`src/rtl/alu_divider.sv`:
```
// alu_divider: sequential unsigned restoring divider, one quotient bit per cycle.
// Define ALU_DIV_SIGNED_EN to add the signed_op port for two's-complement division.
module alu_divider #(
   parameter int unsigned WIDTH = 8
) (
   input  logic             clk,
   input  logic             rst,
   input  logic             start,
`ifdef ALU_DIV_SIGNED_EN
   input  logic             signed_op,
`endif
   input  logic [WIDTH-1:0] dividend,
   input  logic [WIDTH-1:0] divisor,
   output logic [WIDTH-1:0] quotient,
   output logic [WIDTH-1:0] remainder,
   output logic             busy,
   output logic             done,
   output logic             div_by_zero
);

   localparam int unsigned CNT_W = $clog2(WIDTH + 1);

   typedef enum logic [1:0] {S_IDLE, S_RUN, S_DONE} state_t;

   state_t           r_state;
   state_t           w_next;
   logic [CNT_W-1:0] r_cnt;
   logic [WIDTH-1:0] r_quo;
   logic [WIDTH-1:0] r_rem;
   logic [WIDTH-1:0] r_dvsr;
   logic             r_busy;
   logic             r_done;
   logic             r_dbz;
   logic             r_neg_q;
   logic             r_neg_r;

   logic             w_sop;
   logic             w_last;
   logic             w_dvs_zero;
   logic             w_neg;
   logic [WIDTH:0]   w_shift;
   logic [WIDTH:0]   w_diff;
   logic [WIDTH-1:0] w_dvd_mag;
   logic [WIDTH-1:0] w_dvs_mag;

`ifdef ALU_DIV_SIGNED_EN
   assign w_sop = signed_op;
`else
   assign w_sop = 1'b0;
`endif

   assign w_last     = (r_cnt == CNT_W'(WIDTH - 1));
   assign w_dvs_zero = (divisor == '0);

   // Signed operands are divided as magnitudes; signs are restored on leaving DONE.
   assign w_dvd_mag = (w_sop && dividend[WIDTH-1]) ? (~dividend) + WIDTH'(1) : dividend;
   assign w_dvs_mag = (w_sop && divisor[WIDTH-1])  ? (~divisor) + WIDTH'(1)  : divisor;

   // Partial remainder < divisor, so the top bit of the WIDTH+1 difference is the borrow.
   assign w_shift = {r_rem, r_quo[WIDTH-1]};
   assign w_diff  = w_shift - {1'b0, r_dvsr};
   assign w_neg   = w_diff[WIDTH];

   always_ff @(posedge clk or posedge rst) begin
      if (rst) begin
         r_state <= S_IDLE;
      end else begin
         r_state <= w_next;
      end
   end

   always_comb begin
      w_next = r_state;
      case (r_state)
         S_IDLE:  if (start) w_next = w_dvs_zero ? S_DONE : S_RUN;
         S_RUN:   if (w_last) w_next = S_DONE;
         S_DONE:  w_next = S_IDLE;
         default: w_next = S_IDLE;
      endcase
   end

   // Status flags follow the state one cycle later, so done lands WIDTH+1 edges after accept.
   always_ff @(posedge clk or posedge rst) begin
      if (rst) begin
         r_cnt   <= '0;
         r_quo   <= '0;
         r_rem   <= '0;
         r_dvsr  <= '0;
         r_busy  <= 1'b0;
         r_done  <= 1'b0;
         r_dbz   <= 1'b0;
         r_neg_q <= 1'b0;
         r_neg_r <= 1'b0;
      end else begin
         r_busy <= (r_state == S_RUN);
         r_done <= (r_state == S_DONE);
         case (r_state)
            S_IDLE: begin
               if (start) begin
                  r_dbz   <= w_dvs_zero;
                  r_neg_q <= w_sop & (dividend[WIDTH-1] ^ divisor[WIDTH-1]);
                  r_neg_r <= w_sop & dividend[WIDTH-1];
                  r_cnt   <= '0;
                  r_dvsr  <= w_dvs_mag;
                  if (w_dvs_zero) begin
                     r_quo <= '1;
                     r_rem <= dividend;
                  end else begin
                     r_quo <= w_dvd_mag;
                     r_rem <= '0;
                  end
               end
            end
            S_RUN: begin
               r_rem <= w_neg ? w_shift[WIDTH-1:0] : w_diff[WIDTH-1:0];
               r_quo <= {r_quo[WIDTH-2:0], ~w_neg};
               r_cnt <= r_cnt + CNT_W'(1);
            end
            S_DONE: begin
               if (!r_dbz) begin
                  if (r_neg_q) r_quo <= (~r_quo) + WIDTH'(1);
                  if (r_neg_r) r_rem <= (~r_rem) + WIDTH'(1);
               end
            end
            default: ;
         endcase
      end
   end

   assign quotient    = r_quo;
   assign remainder   = r_rem;
   assign busy        = r_busy;
   assign done        = r_done;
   assign div_by_zero = r_dbz;

endmodule

```
`config.mk`:
```
export PLATFORM = sky130hd
export DESIGN_NAME = alu_divider
export DESIGN_NICKNAME = d
export VERILOG_FILES = /design/src/rtl/alu_divider.sv
export SDC_FILE = /design/constraint.sdc
export NUM_CORES = 1
export LEC_CHECK = 0
export ABC_CLOCK_PERIOD_IN_PS = 5400
export CORE_ASPECT_RATIO = 0.8
export CORE_MARGIN = 2
export CORE_UTILIZATION = 55
export CTS_CLUSTER_DIAMETER = 120
export DETAILED_ROUTE_END_ITERATION = 8
export PLACE_DENSITY = 0.94
export SETUP_SLACK_MARGIN = 0.05
export SYNTH_ARGS = -nofsm -noshare
export SYNTH_HDL_FRONTEND = slang
export SYNTH_SLANG_ARGS = --single-unit
export TNS_END_PERCENT = 5
```
`constraint.sdc`:
```
create_clock -name clk -period 5.4 [get_ports clk]
set_input_delay 1.62 -clock clk [delete_from_list [all_inputs] [get_ports clk]]
set_output_delay 1.62 -clock clk [all_outputs]
set_load 0.01 [all_outputs]
```
# Yosys cells after proc, flatten, opt, wreduce, memory -nomap -nowiden
# Cells that the tools add are included.
# word_totals
regBits	33
word_cells	39
inputBits	19
output_inout_bits	19
# op_classes
n_eq_ne	6
add_sub_neg	2
n_reduce_logical	8
muxes	13
bitwise	2
# ops
cell	n
8-bit 2-to-1 mux	5
8-bit case mux with 2 select lines	2
9-bit by 8-bit subtractor with 9-bit output	1
8-bit zero test	1
4-bit case mux with 2 select lines	1
2-bit 2-to-1 mux	3
2-bit inequality test, second input constant	3
2-bit AND reduction	3
4-bit by 1-bit adder with 4-bit output, second input constant	1
4-bit by 3-bit equality test with 1-bit output, second input constant	1
4-bit 2-to-1 mux	1
2-bit case mux with 2 select lines	1
4-bit AND reduction	1
3-bit nonzero test	1
2-bit by 1-bit equality test with 1-bit output, second input constant	1
2-bit equality test, second input constant	1
2-bit zero test	1
1-bit NOT	2
2-bit nonzero test	1

# Logic depth before layout (Yosys ltp)
# Gate-level depths: netlist of run 1.
# logic_depth
word_depth	4
mapped_depth	9
depth_no_buf	9

# Worst setup path after synthesis of run 1
# OpenSTA, ideal clock, no wires.
# synth_timing
path_kind	in2reg
startpoint	in divisor[6]
endpoint	reg r_rem[7] (netlist: remainder[7])
arrival_ns	2.862
setup_time_ns	0.083
cell_stages	5
setup_slack_ns	2.456
path_cell_list	or4_1 nor3_2 and3_1 a21oi_1 o21ai_0
# synth_between
elab_chain_cells	4
# synth_lines
item	line_no	source
from (decl)	13	input logic [WIDTH-1:0] divisor,
8-bit zero test	53	assign w_dvs_zero = (divisor == '0);
8-bit 2-to-1 mux	105	if (w_dvs_zero) begin
8-bit 2-to-1 mux	99	if (start) begin
8-bit case mux with 2 select lines	97	case (r_state)
to (signal assigned)	107	r_rem <= dividend;
to (signal assigned)	115	r_rem <= w_neg ? w_shift[WIDTH-1:0] : w_diff[WIDTH-1:0];
to (signal assigned)	122	if (r_neg_r) r_rem <= (~r_rem) + WIDTH'(1);
to (decl)	29	logic [WIDTH-1:0] r_rem;
# Every way passes these cells. The select of a mux whose other input is x is not followed.
# A chain may end at the register's enable or synchronous reset.

# Final worst setup path of run 1
# Same ends and word-level chain as after synthesis.

==> results_dict.tcl, run 1 <==
set metrics [dict create \
    outcome "finished, final reports clean" \
    grt_max_degree 25 \
    drv_cap 0 \
    hold_path_depth 1 \
    wirelength_um 4650 \
    tightest_slew_ns 0.742 \
    fin_area_um2 2450 \
    synth_area_leaders "dfrtp_1, nand2_1, ha_1" \
    numCtsBuffers 5 \
    post_cts_buffers 0 \
    syn_area_um2 1930 \
    synth_ff_type "dfrtp_1" \
    fmax_mhz 302 \
    cts_hold_buf 0 \
    clkTransAtPathRegs_ns 0.07 \
    routedWlPerCell_um 15.9 \
    die_y_um 56.9 \
    ant_nets 0 \
    cts_sinks 33 \
    clock_latency_ns 0.30 \
    gp_congestion 0.886 \
    viasPerCell 5.73 \
    vdd_ir_drop_max_v 0.000488 \
    drive_gt1_frac 0.0757 \
    rsz0062_at_grt "no" \
    fp.coreArea_um2 3400 \
    synth_top_area_frac 0.429 \
    grt_pass1_wl_um 7860 \
    path_cells "clkdlybuf4s50_1, or4_1, nor3_2, and3_1, a21oi_1, o21ai_0" \
    avgSynthCellArea_um2 9.04 \
    numPortBuffers 37 \
    dpl.hpwl_um 3330 \
    worstPathMaxFanout 9 \
    rows 19 \
    drtIter0Drc 140 \
    floorplan.initialDensity 0.566 \
    ys_ff_latch 33 \
    synth-edff-count 0 \
    cts.repair.resized 0 \
    reg2reg_slack_ns 2.70 \
    finalMaxSlewViolations 0 \
    areaGrowthSynthToFinish_pct 27.0 \
    yosysTopAreaCell "dfrtp_1" \
    critPathKind "primary input to flip-flop" \
    fill_cells 249 \
    p_per_area_nw_per_um2 756 \
    min_path_type "flip-flop to flip-flop" \
    synthDistinctLibCells 40 \
    cts_tree "yes" \
    drc 0 \
    post-route-min-period_ns 3.31 \
    grt_overflow 0 \
    grt_pass1_vias 1634 \
    start_kind "primary input" \
    skew_ns 0.00483 \
    yosys_warnings 0 \
    ys_async_sr_fraction 1.00 \
    slew_headroom 0.505 \
    setup_tns_ns 0 \
    final_core_util 0.720 \
    antenna_found_initial 0 \
    ys_seq_area_frac 0.429 \
    n_antenna_cell 0 \
    dieArea_um2 3990 \
    cp.required_ns 5.63 \
    ios 38 \
    crit_slowest_cell "or4_1" \
    leakage_nw 1.06 \
    nets 279 \
    syn_inst 213 \
    hold_viol 0 \
    synthesis.nets 242 \
    fin_crit_sh 0.612 \
    critPathArrivalTime_ns 3.54 \
    dr.pass1.iters 4 \
    htree_levels 2 \
    critPathCaptureType "flip-flop" \
    cpPeakStageDelay_ns 0.61 \
    setup_viol 0 \
    cts_buffer_depth 2 \
    place_area_um2 2330 \
    die_x_um 70.2 \
    p_total_w 0.00185 \
    vias 1678 \
    r2r_cells 9 \
    root_buffer "clkbuf_8" \
    grt_use_total 0.259 \
]
[worst max-delay path, delay by kind of cell]
kind	cells	cell delay [ns]
compound gates	2	0.12
buf+inv	1	0.41
simple gates	3	1.38
[state kept, by name, indices dropped and copies added, names as in the netlist]
name	flops
quotient	8
r_dvsr	8
remainder	8
r_cnt	4
r_state	2
busy	1
div_by_zero	1
done	1
[final timing paths]
path,from,to
worst max-delay path,divisor[6],remainder[7]
worst min-delay path,r_cnt[3],r_cnt[3]
worst max register to register,quotient[7],remainder[0]
worst min register to register,r_cnt[3],r_cnt[3]
max in group asynchronous,rst,r_dvsr[1]
min in group asynchronous,rst,quotient[5]
[power by group]
part	internal, W	total, W	switching (W)
combinational	0.000550	0.00113	0.000583
clock	0.000150	0.000254	0.000104
sequential	0.000368	0.000463	0.0000952
[cell usage after synthesis, types with 5 or more instances]
cell type and n:
nand2_1 38, nand2b_1 6, inv_1 12, a21oi_1 9
mux2i_1 7, o21ai_0 13, nor2_1 20, dfrtp_1 33
nor3_1 6, o211ai_1 5, nand3_1 8, o31ai_1 6
ha_1 9, clkbuf_1 8
[through the flow]
step           setup WS [ns]  instances  hold slack [ns]
2_1_floorplan           2.46        213            0.446
3_3_place_gp            1.90        285            0.459
3_5_place_dp            1.81        285            0.469
4_1_cts                 2.11        293            0.480
5_1_grt                 1.95        293            0.489
6_report                2.09        293            0.489
[placed cells by master, fill, tap and decap left out, drive strengths merged, types with 2 or more instances in the layout]
| cell type | n |
|---|---|
| a211oi | 2 |
| a21oi | 9 |
| clkbuf | 6 |
| clkdlybuf4s50 | 37 |
| dfrtp | 33 |
| ha | 9 |
| inv | 12 |
| mux2 | 2 |
| mux2i | 7 |
| nand2 | 38 |
| nand2b | 6 |
| nand3 | 8 |
| nor2 | 21 |
| nor2b | 2 |
| nor3 | 7 |
| o211ai | 7 |
| o21ai | 13 |
| o22a | 2 |
| o31ai | 6 |
| or4 | 2 |
| xnor2 | 3 |
| xor2 | 2 |
[routing by layer]
| metal | wire (um) | part of all wire | up-vias | global-route usage |
|---|---|---|---|---|
| met1 | 2200 | 0.47 | 798 | 0.357 |
| met4 | 100 | 0.021 | 0 | 0.102 |
| li1 | - | - | 812 | - |
| met2 | 2090 | 0.45 | 54 | 0.389 |
| met3 | 266 | 0.057 | 14 | 0.0790 |
| met5 | 0 | 0 | - | 0 |
[kinds of logic after synthesis]
kind of cell / synth area share
adder cells (fa/ha/maj): 0.0689
XOR/XNOR: 0.0325
AO/OA/AOI/OAI: 0.162
multiplexers: 0.0520
flip-flops: 0.429
buffers and inverters: 0.0390
AND/OR/NAND/NOR: 0.216
[layout make-up]
cell class	instances	area (um2)	area share
clock buffers	6	82.6	0.0338
inverters	12	45.0	0.0184
multi-input cells	160	1020	0.419
repair buffers	38	378	0.154
flip-flops and latches	33	826	0.338
well taps	42	52.6	0.0215
clock inverters	2	37.5	0.0153
Power figures use the tool's default switching activity.
==> run 2, diff against run 1 <==
--- a/config.mk
+++ b/config.mk
@@ -5,13 +5,13 @@
 export SDC_FILE = /design/constraint.sdc
 export NUM_CORES = 1
 export LEC_CHECK = 0
-export ABC_CLOCK_PERIOD_IN_PS = 5400
+export ABC_CLOCK_PERIOD_IN_PS = 2700
 export CORE_ASPECT_RATIO = 0.8
 export CORE_MARGIN = 2
-export CORE_UTILIZATION = 55
+export CORE_UTILIZATION = 46
 export CTS_CLUSTER_DIAMETER = 120
 export DETAILED_ROUTE_END_ITERATION = 8
-export PLACE_DENSITY = 0.94
+export PLACE_DENSITY = 0.85
 export SETUP_SLACK_MARGIN = 0.05
 export SYNTH_ARGS = -nofsm -noshare
 export SYNTH_HDL_FRONTEND = slang
==> constraint.sdc (replaced) <==
create_clock -name clk -period 2.7 [get_ports clk]
set_input_delay 0.81 -clock clk [delete_from_list [all_inputs] [get_ports clk]]
set_output_delay 0.81 -clock clk [all_outputs]
set_load 0.01 [all_outputs]
==> results_dict.tcl, run 2 (synthesis gave the netlist of run 1 again) <==
set metrics [dict create \
    gp_congestion 0.812 \
    rsz0062_at_grt "no" \
    worstPathMaxFanout 10 \
    drc 0 \
    die_x_um 76.3 \
    setup_tns_ns 0 \
    cts_sinks 33 \
    post-route-min-period_ns 2.47 \
    ant_nets 0 \
    numCtsBuffers 5 \
    n_antenna_cell 0 \
    vdd_ir_drop_max_v 0.000979 \
    grt_use_total 0.220 \
    critPathArrivalTime_ns 2.68 \
    rows 21 \
    start_kind "flip-flop" \
    die_y_um 61.9 \
    critPathCaptureType "flip-flop" \
    cts_buffer_depth 2 \
    htree_levels 2 \
    hold_path_depth 1 \
    floorplan.initialDensity 0.470 \
    ios 38 \
    fill_cells 356 \
    fp.coreArea_um2 4100 \
    tightest_slew_ns 0.573 \
    grt_pass1_wl_um 7720 \
    reg2reg_slack_ns 0.23 \
    cp.required_ns 2.91 \
    place_ws_ns 0.128 \
    grt_pass1_vias 1555 \
    nets 284 \
    drtIter0Drc 129 \
    clkTransAtPathRegs_ns 0.07 \
    vias 1675 \
    drive_gt1_frac 0.0977 \
    routedWlPerCell_um 15.3 \
    fmax_mhz 404 \
    fin_crit_sh 0.916 \
    wirelength_um 4770 \
    slew_headroom 0.616 \
    leakage_nw 1.09 \
    critPathKind "flip-flop to flip-flop" \
    hold_viol 0 \
    min_path_type "flip-flop to flip-flop" \
    numPortBuffers 37 \
    dpl.hpwl_um 3320 \
    dr.pass1.iters 4 \
    clock_latency_ns 0.30 \
    drv_cap 0 \
    grt_max_degree 34 \
    final_cell_mix "nand2_1, clkdlybuf4s50_1, dfrtp_1, nor2_1, o21ai_0" \
    skew_ns 0.00976 \
    grt_overflow 0 \
    root_buffer "clkbuf_8" \
    outcome "finished, final reports clean" \
    layout_commonest_cell "nand2_1" \
    setup_slack_ns 0.227 \
    setup_viol 0 \
    dieArea_um2 4720 \
    areaGrowthSynthToFinish_pct 30.9 \
    finalMaxSlewViolations 0 \
    antenna_found_initial 0 \
    p_per_area_nw_per_um2 1490 \
    cts_tree "yes" \
    viasPerCell 5.35 \
    r2r_cells 10 \
]
[run 2: metrics by stage]
stage | cells | util | power [W] | cell area, um2 | hold WS [ns]
finish | 313 | 0.615 | 0.00377 | 2520 | 0.477
global route | 313 | 0.615 | 0.00407 | 2520 | 0.498
CTS | 313 | 0.612 | 0.00373 | 2510 | 0.481
detailed placement | 305 | 0.587 | 0.00328 | 2410 | 0.461
global placement | 305 | 0.587 | 0.00319 | 2410 | 0.460
floorplan | 213 | - | 0.00254 | 1930 | 0.446
[run 2: where the power goes]
part / internal [W] / leakage [nW] / total [W] / switching, W
registers: 0.000735 / 0.404 / 0.000918 / 0.000183
logic: 0.00122 / 0.632 / 0.00243 / 0.00120
clock network: 0.000230 / 0.0542 / 0.000422 / 0.000192
total: 0.00219 / 1.09 / 0.00377 / 0.00158
[run 2: critical path: stages, from the launching register on]
cell,delay (ns)
dfrtp_1,0.35
inv_1,0.07
ha_1,0.22
fa_1,0.42
nand2b_1,0.24
a21oi_4,0.22
a211oi_4,0.11
xnor2_4,0.16
buf_12,0.15
mux2_4,0.30
o211ai_2,0.14
[run 2: what timing repair did]
action | CTS | global route
setup buffers | 0 | 0
endpoints found under the setup margin | 0 | 8
hold buffers | 0 | 0
gates resized for setup | 0 | 2
[run 2: worst paths after layout]
kind	to	start
worst min register to register	r_cnt[3]	r_cnt[3]
min in group asynchronous	quotient[5]	rst
worst max register to register	remainder[1]	quotient[7]
worst max-delay path	remainder[1]	quotient[7]
worst min-delay path	r_cnt[3]	r_cnt[3]
max in group asynchronous	quotient[0]	rst
[run 2: cell type report]
cell class,count,area (um2),share of cell area
clock buffers,7,96.3,0.0382
clock inverters,1,5.00,0.00199
inverters,12,45.0,0.0179
multi-input cells,160,1040,0.411
flip-flops and latches,33,826,0.328
well taps,57,71.3,0.0283
repair buffers,43,440,0.175
[run 2: layer usage]
layer  wire length [um]  part of all wire  vias to the layer above  track usage
li1                   -                 -                      823            -
met1               2280              0.48                      792        0.289
met2               2160              0.45                       49        0.349
met3                257             0.054                       11       0.0694
met4                 84             0.018                        0       0.0857
met5                  0                 0                        -            0
==> run 3, diff against run 2 <==
--- a/config.mk
+++ b/config.mk
@@ -9,7 +9,6 @@
 export CORE_ASPECT_RATIO = 0.8
 export CORE_MARGIN = 2
 export CORE_UTILIZATION = 46
-export CTS_CLUSTER_DIAMETER = 120
 export DETAILED_ROUTE_END_ITERATION = 8
 export PLACE_DENSITY = 0.85
 export SETUP_SLACK_MARGIN = 0.05
==> results of run 3 <==
Final layout, timing and power as in run 2 (identical DEF).
